**src/rtl/blink_pkg.sv**
```systemverilog
// blink_pkg: mode encoding and default counter width shared by the LED blink generator
package blink_pkg;
   typedef enum logic [1:0] {
      MODE_OFF     = 2'd0,
      MODE_ON      = 2'd1,
      MODE_BLINK   = 2'd2,
      MODE_ONESHOT = 2'd3
   } mode_t;
   localparam int CNT_W_DEF = 24;
endpackage

```
**src/rtl/blink_channel.sv**
```systemverilog
// blink_channel: one LED channel with mode register, half-period counter, LED flop and tick
module blink_channel
   import blink_pkg::*;
#(
   parameter int CNT_W = CNT_W_DEF
) (
   input  logic             clk,
   input  logic             rst_n,
   input  logic             en,
   input  logic             wr,
   input  logic [1:0]       mode,
   input  logic [CNT_W-1:0] half,
   output logic             led,
   output logic             tick
);
   mode_t            mode_q, mode_d;
   logic [CNT_W-1:0] half_q, half_d, cnt_q, cnt_d;
   logic             led_d, timed;
   assign timed = mode_q == MODE_BLINK || mode_q == MODE_ONESHOT;
   // a write on the terminal cycle suppresses the toggle and its tick
   assign tick = en && timed && cnt_q == half_q - 1'b1 && !wr;
   always_ff @(posedge clk or negedge rst_n) begin
      if (!rst_n) begin
         mode_q <= MODE_OFF;
         half_q <= CNT_W'(1);
         cnt_q  <= '0;
         led    <= 1'b0;
      end else begin
         mode_q <= mode_d;
         half_q <= half_d;
         cnt_q  <= cnt_d;
         led    <= led_d;
      end
   end
   always_comb begin
      mode_d = mode_q;
      half_d = half_q;
      cnt_d  = cnt_q;
      led_d  = led;
      if (wr) begin
         mode_d = mode_t'(mode);
         half_d = half == '0 ? CNT_W'(1) : half;
         cnt_d  = '0;
         led_d  = mode_t'(mode) != MODE_OFF;
      end else if (tick) begin
         mode_d = mode_q == MODE_ONESHOT ? MODE_OFF : mode_q;
         cnt_d  = '0;
         led_d  = mode_q == MODE_BLINK && !led;
      end else if (en && timed) begin
         cnt_d = cnt_q + 1'b1;
      end
   end
endmodule

```
**src/rtl/param_blink_gen.sv**
```systemverilog
// param_blink_gen: N_CH independent LED blinkers behind a one-write-per-two-cycles config port
module param_blink_gen
   import blink_pkg::*;
#(
   parameter int N_CH  = 4,
   parameter int CNT_W = CNT_W_DEF,
   parameter int CH_W  = (N_CH > 1) ? $clog2(N_CH) : 1
) (
   input  logic             clk_i,
   input  logic             rst_n_i,
   input  logic             en_i,
   input  logic             cfg_valid_i,
   output logic             cfg_ready_o,
   input  logic [CH_W-1:0]  cfg_ch_i,
   input  logic [1:0]       cfg_mode_i,
   input  logic [CNT_W-1:0] cfg_half_i,
   output logic             cfg_err_o,
   output logic [N_CH-1:0]  LED_po,
   output logic [N_CH-1:0]  tick_o
);
   localparam logic [CH_W:0] N_CH_LIM = (CH_W + 1)'(N_CH);
   logic            accept;
   logic [CH_W:0]   ch_ext;
   logic [N_CH-1:0] wr;
   assign accept = cfg_valid_i && cfg_ready_o;
   assign ch_ext = {1'b0, cfg_ch_i};
   always_ff @(posedge clk_i or negedge rst_n_i) begin
      if (!rst_n_i) begin
         cfg_ready_o <= 1'b0;
         cfg_err_o   <= 1'b0;
      end else begin
         cfg_ready_o <= !accept;
         cfg_err_o   <= accept && ch_ext >= N_CH_LIM;
      end
   end
   genvar i;
   generate
      for (i = 0; i < N_CH; i++) begin : g_ch
         assign wr[i] = accept && ch_ext == (CH_W + 1)'(i);
         blink_channel #(.CNT_W(CNT_W)) u_ch (
            .clk   (clk_i),
            .rst_n (rst_n_i),
            .en    (en_i),
            .wr    (wr[i]),
            .mode  (cfg_mode_i),
            .half  (cfg_half_i),
            .led   (LED_po[i]),
            .tick  (tick_o[i])
         );
      end
   endgenerate
endmodule

```
**config.mk**
```make
export PLATFORM = sky130hd
export DESIGN_NAME = param_blink_gen
export DESIGN_NICKNAME = d
export VERILOG_FILES = /design/src/rtl/blink_pkg.sv /design/src/rtl/blink_channel.sv /design/src/rtl/param_blink_gen.sv
export SDC_FILE = /design/constraint.sdc
export NUM_CORES = 1
export LEC_CHECK = 0
export ABC_AREA = 0
export CORE_MARGIN = 10
export CORE_UTILIZATION = 60
export CTS_BUF_LIST = sky130_fd_sc_hd__clkbuf_16
export CTS_CLUSTER_DIAMETER = 120
export DETAILED_ROUTE_END_ITERATION = 8
export GPL_ROUTABILITY_DRIVEN = 0
export PLACE_DENSITY_LB_ADDON = 0.1
export SYNTH_ARGS = -nofsm -noshare
export SYNTH_HDL_FRONTEND = slang
export SYNTH_SLANG_ARGS = --single-unit
```
**constraint.sdc**
```tcl
create_clock -name clk_i -period 3.99 [get_ports clk_i]
set_clock_uncertainty 0.1 [all_clocks]
set_input_delay 0.5985 -clock clk_i [delete_from_list [all_inputs] [get_ports clk_i]]
set_output_delay 0.5985 -clock clk_i [all_outputs]
set_load 0.1 [all_outputs]
```
==> flow_summary.json <==
{
  "first_pass_iters": 5,
  "ys_ff_latch": 205,
  "crit_slowest_cell": "or4b_4",
  "die_area_sq_mm": 0.0265,
  "path_cells": "or4_4, or4b_4, nor3_4, nand4b_1, a31oi_2, o22ai_4, nor3_4, buf_12",
  "drt-total-wl_mm": 31.8,
  "layout_min_cycle_time_ns": 4.02,
  "overflow": 0,
  "die_y_um": 163,
  "async_flop_share": 1.00,
  "numPortBuffers": 40,
  "cts_hold_buf": 0,
  "tightestPinTransition_ns": 0.978,
  "cts_buffer_depth": 3,
  "clk_latency_ns": 0.52,
  "cp.arrival_ns": 3.32,
  "nFillCells": 1637,
  "cts_tree": "yes",
  "reg2reg_depth": 10,
  "outcome": "complete, but fails checks",
  "yosysWarnings": 0,
  "cp.required_ns": 3.29,
  "vias_per_cell": 5.90,
  "ff2ff_setup_slack_ns": 0.50,
  "synth_edf_count": 0,
  "netlist_top_cells_area": "dfrtp_1 (41%), nand2_1 (9.0%), xnor2_1 (7.3%)",
  "slew_headroom": 0.346,
  "cts_buffers": 24,
  "setup_viol": 1,
  "rsz0062_at_grt": "yes",
  "power.density_mw_per_mm2": 474,
  "irDropWorstVdd_mv": 0.361,
  "finalPower_mw": 6.71,
  "hpwl_mm": 22.0,
  "drt_iter0_drc": 818,
  "layout-drive-gt1-share": 0.117,
  "post-route-period-util": 1.01,
  "grt_max_degree": 90,
  "die_w_um": 163,
  "rows": 52,
  "initial_core_util": 0.606,
  "core_sq_mm": 0.0202,
  "cp_num_buf_inv": 1,
  "violations": "negative setup slack",
  "antenna_found_initial": 0,
  "grt_usage": 0.237,
  "crit_fanout": 4,
  "yosysSeqAreaShare": 0.420,
  "cts-htree-levels": 1,
  "final.setup.tns_ns": -0.0265,
  "syn_area_per_cell_sq_um": 8.67,
  "synth_top_area_cell": "dfrtp_1",
  "crit_family": "simple AND/OR/NAND/NOR gates",
  "clk_pin_slew_ns": 0.06,
  "crit_path_start_kind": "flip-flop",
  "synth_most_common_cell": "nand2_1",
  "worstSetupPathType": "reg2out",
  "timing.hold.ws_ns": 0.0296,
  "r2r-end": "g_ch[2].u_ch.led$_DFFE_PN0P_",
  "drv_cap": 0,
  "ioPinCount": 42,
  "grt_pass1_wl_mm": 51.4,
  "r2r_start": "g_ch[2].u_ch.half_q[12]$_DFFE_PN0P_",
  "min_path_type": "in2async",
  "clockRootBuffer": "clkbuf_16",
  "crit_path_start": "g_ch[2].u_ch.half_q[12]$_DFFE_PN0P_",
  "syn_inst": 1411,
  "critPathMaxStageDelay_ns": 0.59,
  "cp-end-kind": "primary output",
  "synth_area_sq_mm": 0.0122,
  "setup.worst_path.end": "tick_o[2]",
  "setup_ws_ns": -0.0265,
  "antenna_cells": 0,
  "vias": 10300,
  "nets": 1503,
  "drv_slew": 0,
  "path_common_cell": "nor3_4",
  "synth_top_cell_area_share": 0.411,
  "clock-sinks": 205,
  "area_delta_synth_final_pct": 15.7,
  "grt_pass1_vias": 9777,
  "drc": 0,
  "synth_flop_cell": "dfrtp_1",
  "clock.fmax_ghz": 0.249,
  "antenna_left": 0,
  "ys_types": 75,
  "crit_cells": 8,
  "synthTopCellsByCount": "nand2_1 (293), dfrtp_1 (201), nor2_1 (149)",
  "final_hold_viol_count": 0,
  "synth_nets": 1451,
  "wl_per_cell_um": 18.2,
  "total_leakage_power_nw": 6.13
}
==> per-stage QoR <==
step | setup slack [ns] | utilization | instance area [sq um] | instances
after floorplan | 0.396 | - | 12200 | 1411
after global placement | 0.283 | 0.644 | 13000 | 1689
after detailed placement | 0.187 | 0.644 | 13000 | 1689
after CTS | -0.0260 | 0.690 | 13900 | 1738
after global routing | -0.140 | 0.701 | 14100 | 1751
final | -0.0265 | 0.701 | 14100 | 1751
==> report_power, final <==
| group | internal (mW) | switching, mW | total [mW] |
|---|---|---|---|
| Clock | 1.39 | 0.877 | 2.27 |
| Sequential | 2.37 | 0.477 | 2.84 |
| Combinational | 0.712 | 0.882 | 1.59 |
| Total | 4.47 | 2.24 | 6.71 |
==> worst min-delay path by stage <==
stage,cells past startpoint,start,to,slack [ns]
4_1_cts,1,rst_n_i,g_ch[2].u_ch.cnt_q[15]$_DFFE_PN0P_,0.05
2_1_floorplan,0,rst_n_i,cfg_ready_o$_DFF_PN0_,0.20
3_3_place_gp,1,g_ch[3].u_ch.mode_q[0]$_DFFE_PN0P_,g_ch[3].u_ch.mode_q[1]$_DFFE_PN0P_,0.36
6_report,1,rst_n_i,g_ch[2].u_ch.cnt_q[4]$_DFFE_PN0P_,0.03
5_1_grt,1,rst_n_i,g_ch[2].u_ch.cnt_q[4]$_DFFE_PN0P_,0.08
3_5_place_dp,1,g_ch[3].u_ch.mode_q[0]$_DFFE_PN0P_,g_ch[3].u_ch.mode_q[1]$_DFFE_PN0P_,0.36
==> cell type report <==
class,instances,area [sq um],share of cell area
Clock inverter,19,194,0.0137
Tap cell,270,338,0.0239
Clock buffer,25,626,0.0442
Inverter,29,109,0.00769
Multi-Input combinational cell,1116,6920,0.489
Sequential cell,205,5140,0.363
Timing Repair Buffer,87,822,0.0581
==> routing by layer <==
metal / GRT usage / vias up / routed length, um
li1: - / 4944 / -
met1: 0.335 / 4999 / 14100
met2: 0.370 / 324 / 14800
met3: 0.0265 / 62 / 1810
met4: 0.0811 / 0 / 1100
met5: 0 / - / 0
==> cell usage in the layout (no fill, tap or decap), drive strengths merged, types with 11 or more instances in the layout <==
| cell | n |
|---|---|
| inv | 31 |
| a31oi | 11 |
| nor4 | 32 |
| xnor2 | 102 |
| nand4 | 43 |
| nor3 | 47 |
| nor2b | 11 |
| and3 | 24 |
| or4 | 14 |
| or3 | 12 |
| dfrtp | 201 |
| clkdlybuf4s50 | 35 |
| buf | 51 |
| xor2 | 101 |
| o21ai | 47 |
| clkbuf | 26 |
| nor2 | 149 |
| mux2 | 22 |
| nand3 | 43 |
| a21oi | 25 |
| nand2 | 293 |
==> state kept, by name, summed over array words and instances (netlist names) <==
name,count
cfg_ready_o,1
g_ch.u_ch.led,4
g_ch.u_ch.mode_q,8
g_ch.u_ch.cnt_q,96
g_ch.u_ch.half_q,96
==> logic make-up after synthesis <==
family | synth area share
other | 0.000307
AND/OR/NAND/NOR | 0.289
AO/OA/AOI/OAI | 0.0763
buffers and inverters | 0.0327
adder cells (fa/ha/maj) | 0.00819
XOR/XNOR | 0.145
flip-flops | 0.420
multiplexers | 0.0284
==> repair_timing <==
action,CTS,global route
gates cloned,0,1
setup endpoints to repair,4,4
pin swaps,7,12
setup buffers,5,12
gates resized for setup,18,26
(Power assumes the default switching activity.)
==> variant (same settings) <==
Change the parameter `N_CH` from 4 to 8.
--- a/src/rtl/param_blink_gen.sv
+++ b/src/rtl/param_blink_gen.sv
@@ -2,7 +2,7 @@
 module param_blink_gen
    import blink_pkg::*;
 #(
-   parameter int N_CH  = 4,
+   parameter int N_CH  = 8,
    parameter int CNT_W = CNT_W_DEF,
    parameter int CH_W  = (N_CH > 1) ? $clog2(N_CH) : 1
 ) (
Interface: changed (resized LED_po, cfg_ch_i and tick_o); port bits go from 42 to 51. No check against the original RTL was run, so the function may have changed too.
==> variant against the original RTL <==
  * The run still ends with setup timing left
  * Clock power up 89%
  * Synthesized area up 100%
  * Worst setup slack got worse by 0.46 ns
  * Routed wire length grew 130%
  * Cell count grew 110%
  * First-iteration DRC count rose to 2.5 times the old value
  * Power is 110% higher
  * Sequential share of layout area fell by 1.0 points
  * Final area rose by 110%
  * Sequential cell count is 204 higher
  * Maximum frequency is 10% lower
  * Highest routed layer is now met5
==> variant: results (changes against the original RTL) <==
stage	metric	value	unit	change
outcome	status	finished, violations left		
outcome	failing checks	setup timing		
layout	fraction of area in multi-input gates	49.8	%	+0.90 points
power_and_ir_drop	Psw	5.06	mW	+130%
placement	DP Cell Count	3545		+110%
placement	placed wire-length estimate after detailed placement	49500	um	+130%
power_and_ir_drop	clock group power	4.29	mW	+89%
synthesis	net count after synthesis	3065		+110%
layout	Non-clock buffers, area share	6.42	%	+0.60 points
timing	worst-case setup margin in the final layout	-0.485	ns	-0.458 ns
layout	clock buffer instance count of the final layout	49		+96%
route	number of DRC violations after detailed-routing iteration 0	2055		+150%
synthesis	mean post-synth cell area	8.28	um^2	-4.5%
route	first-pass iteration count of the detailed router	6		+1
critical_path	stage delay of the slowest cell on the critical path	0.54	ns	-0.05 ns
layout	fraction of final layout cells with drive strength greater than 1	13.5	%	+1.8 points
power_and_ir_drop	peak ir drop on the vdd network	0.000387	V	+7.4%
route	final wirelength	73300	um	+130%
critical_path	WP data arrival	3.78	ns	+0.46 ns
critical_path	internal reg-to-reg setup slack	0.44	ns	-0.06 ns
layout	number of non-clock buffers	210		+140%
layout	Inverters excl. clock	71		+140%
synthesis	Synth cell types	83		+11%
timing	actual slew at the worst max-slew pin	1.04	ns	+0.0656 ns
clock_tree	Post-CTS Resized	94		+76
clock_tree	Setup Fix Bufs, Post-CTS	32		+27
timing	number of setup violations in the final report	7		+6
critical_path	largest fanout on the critical path	3		-1
placement	count of buffers inserted at the top-level ports	49		+23%
layout	clock-cell share of area	5.28	%	-0.51 points
layout	fill cell count	3152		+93%
critical_path	worst reg2reg path depth	11		+1
global_routing	number of antenna violations at the first check in global routing	3		+3
clock_tree	clock latency at the later pin of the worst-skew pair	0.59	ns	+0.07 ns
layout	Layout Cells excl Fill	3674		+110%
synthesis	sequential-to-total area share from yosys stat	41.0	%	-0.95 points
layout	Register Area	10300	um^2	+100%
clock_tree	number of buffers inserted by hold repair at cts	1		+1
layout	largest registers	g_ch.u_ch.cnt_q (192), g_ch.u_ch.half_q (192), g_ch.u_ch.mode_q (16)		
synthesis	list of most frequent post-synthesis cells	sky130_fd_sc_hd__nand2_1 (656), sky130_fd_sc_hd__dfrtp_1 (401), sky130_fd_sc_hd__nor2_1 (315), sky130_fd_sc_hd__xor2_1 (204), sky130_fd_sc_hd__xnor2_1 (184)		
critical_path	Worst path slowest cell	sky130_fd_sc_hd__or4_4		
layout	Final nets	3154		+110%
global_routing	Total GRT Usage	28.6	%	+4.9 points
layout	multi-input combinational gate total	2366		+110%
critical_path	reg-to-reg endpoint	g_ch[4].u_ch.cnt_q[5]		
synthesis	top cells by area in the synthesized netlist	sky130_fd_sc_hd__dfrtp_1 (40%), sky130_fd_sc_hd__nand2_1 (9.9%), sky130_fd_sc_hd__xor2_1 (7.2%)		
route	vias after detailed routing	22600		+120%
variant: metal layers:
metal  part of all wire [%]  routed length (um)  global-route usage [%]
met2                     45               33200                    45.2
met1                     41               30300                    37.7
met3                    8.5                6200                    4.98
met4                    4.8                3530                    13.6
met5                  0.029                  21                       0
variant: kinds of logic (layout without fill, tap and decap cells):
family | count (synthesis) | in the layout | share of synthesized area, %
adder cells (fa/ha/maj) | 16 | 16 | 0.802
flip-flops | 409 | 409 | 41.0
AO/OA/AOI/OAI | 303 | 303 | 7.88
AND/OR/NAND/NOR | 1621 | 1622 | 31.1
buffers and inverters | 242 | 367 | 4.01
other | 1 | 1 | 0.0150
XOR/XNOR | 388 | 388 | 13.6
multiplexers | 36 | 36 | 1.56
variant: through the flow:
step                      hold slack, ns  instance area [um^2]  utilization [%]
final                              0.399                 29100             70.8
after global routing               0.431                 29100             70.8
after detailed placement           0.383                 26400             64.5
after CTS                          0.396                 28700             69.9
after global placement             0.358                 26400             64.5
after floorplan                    0.203                 25000                -
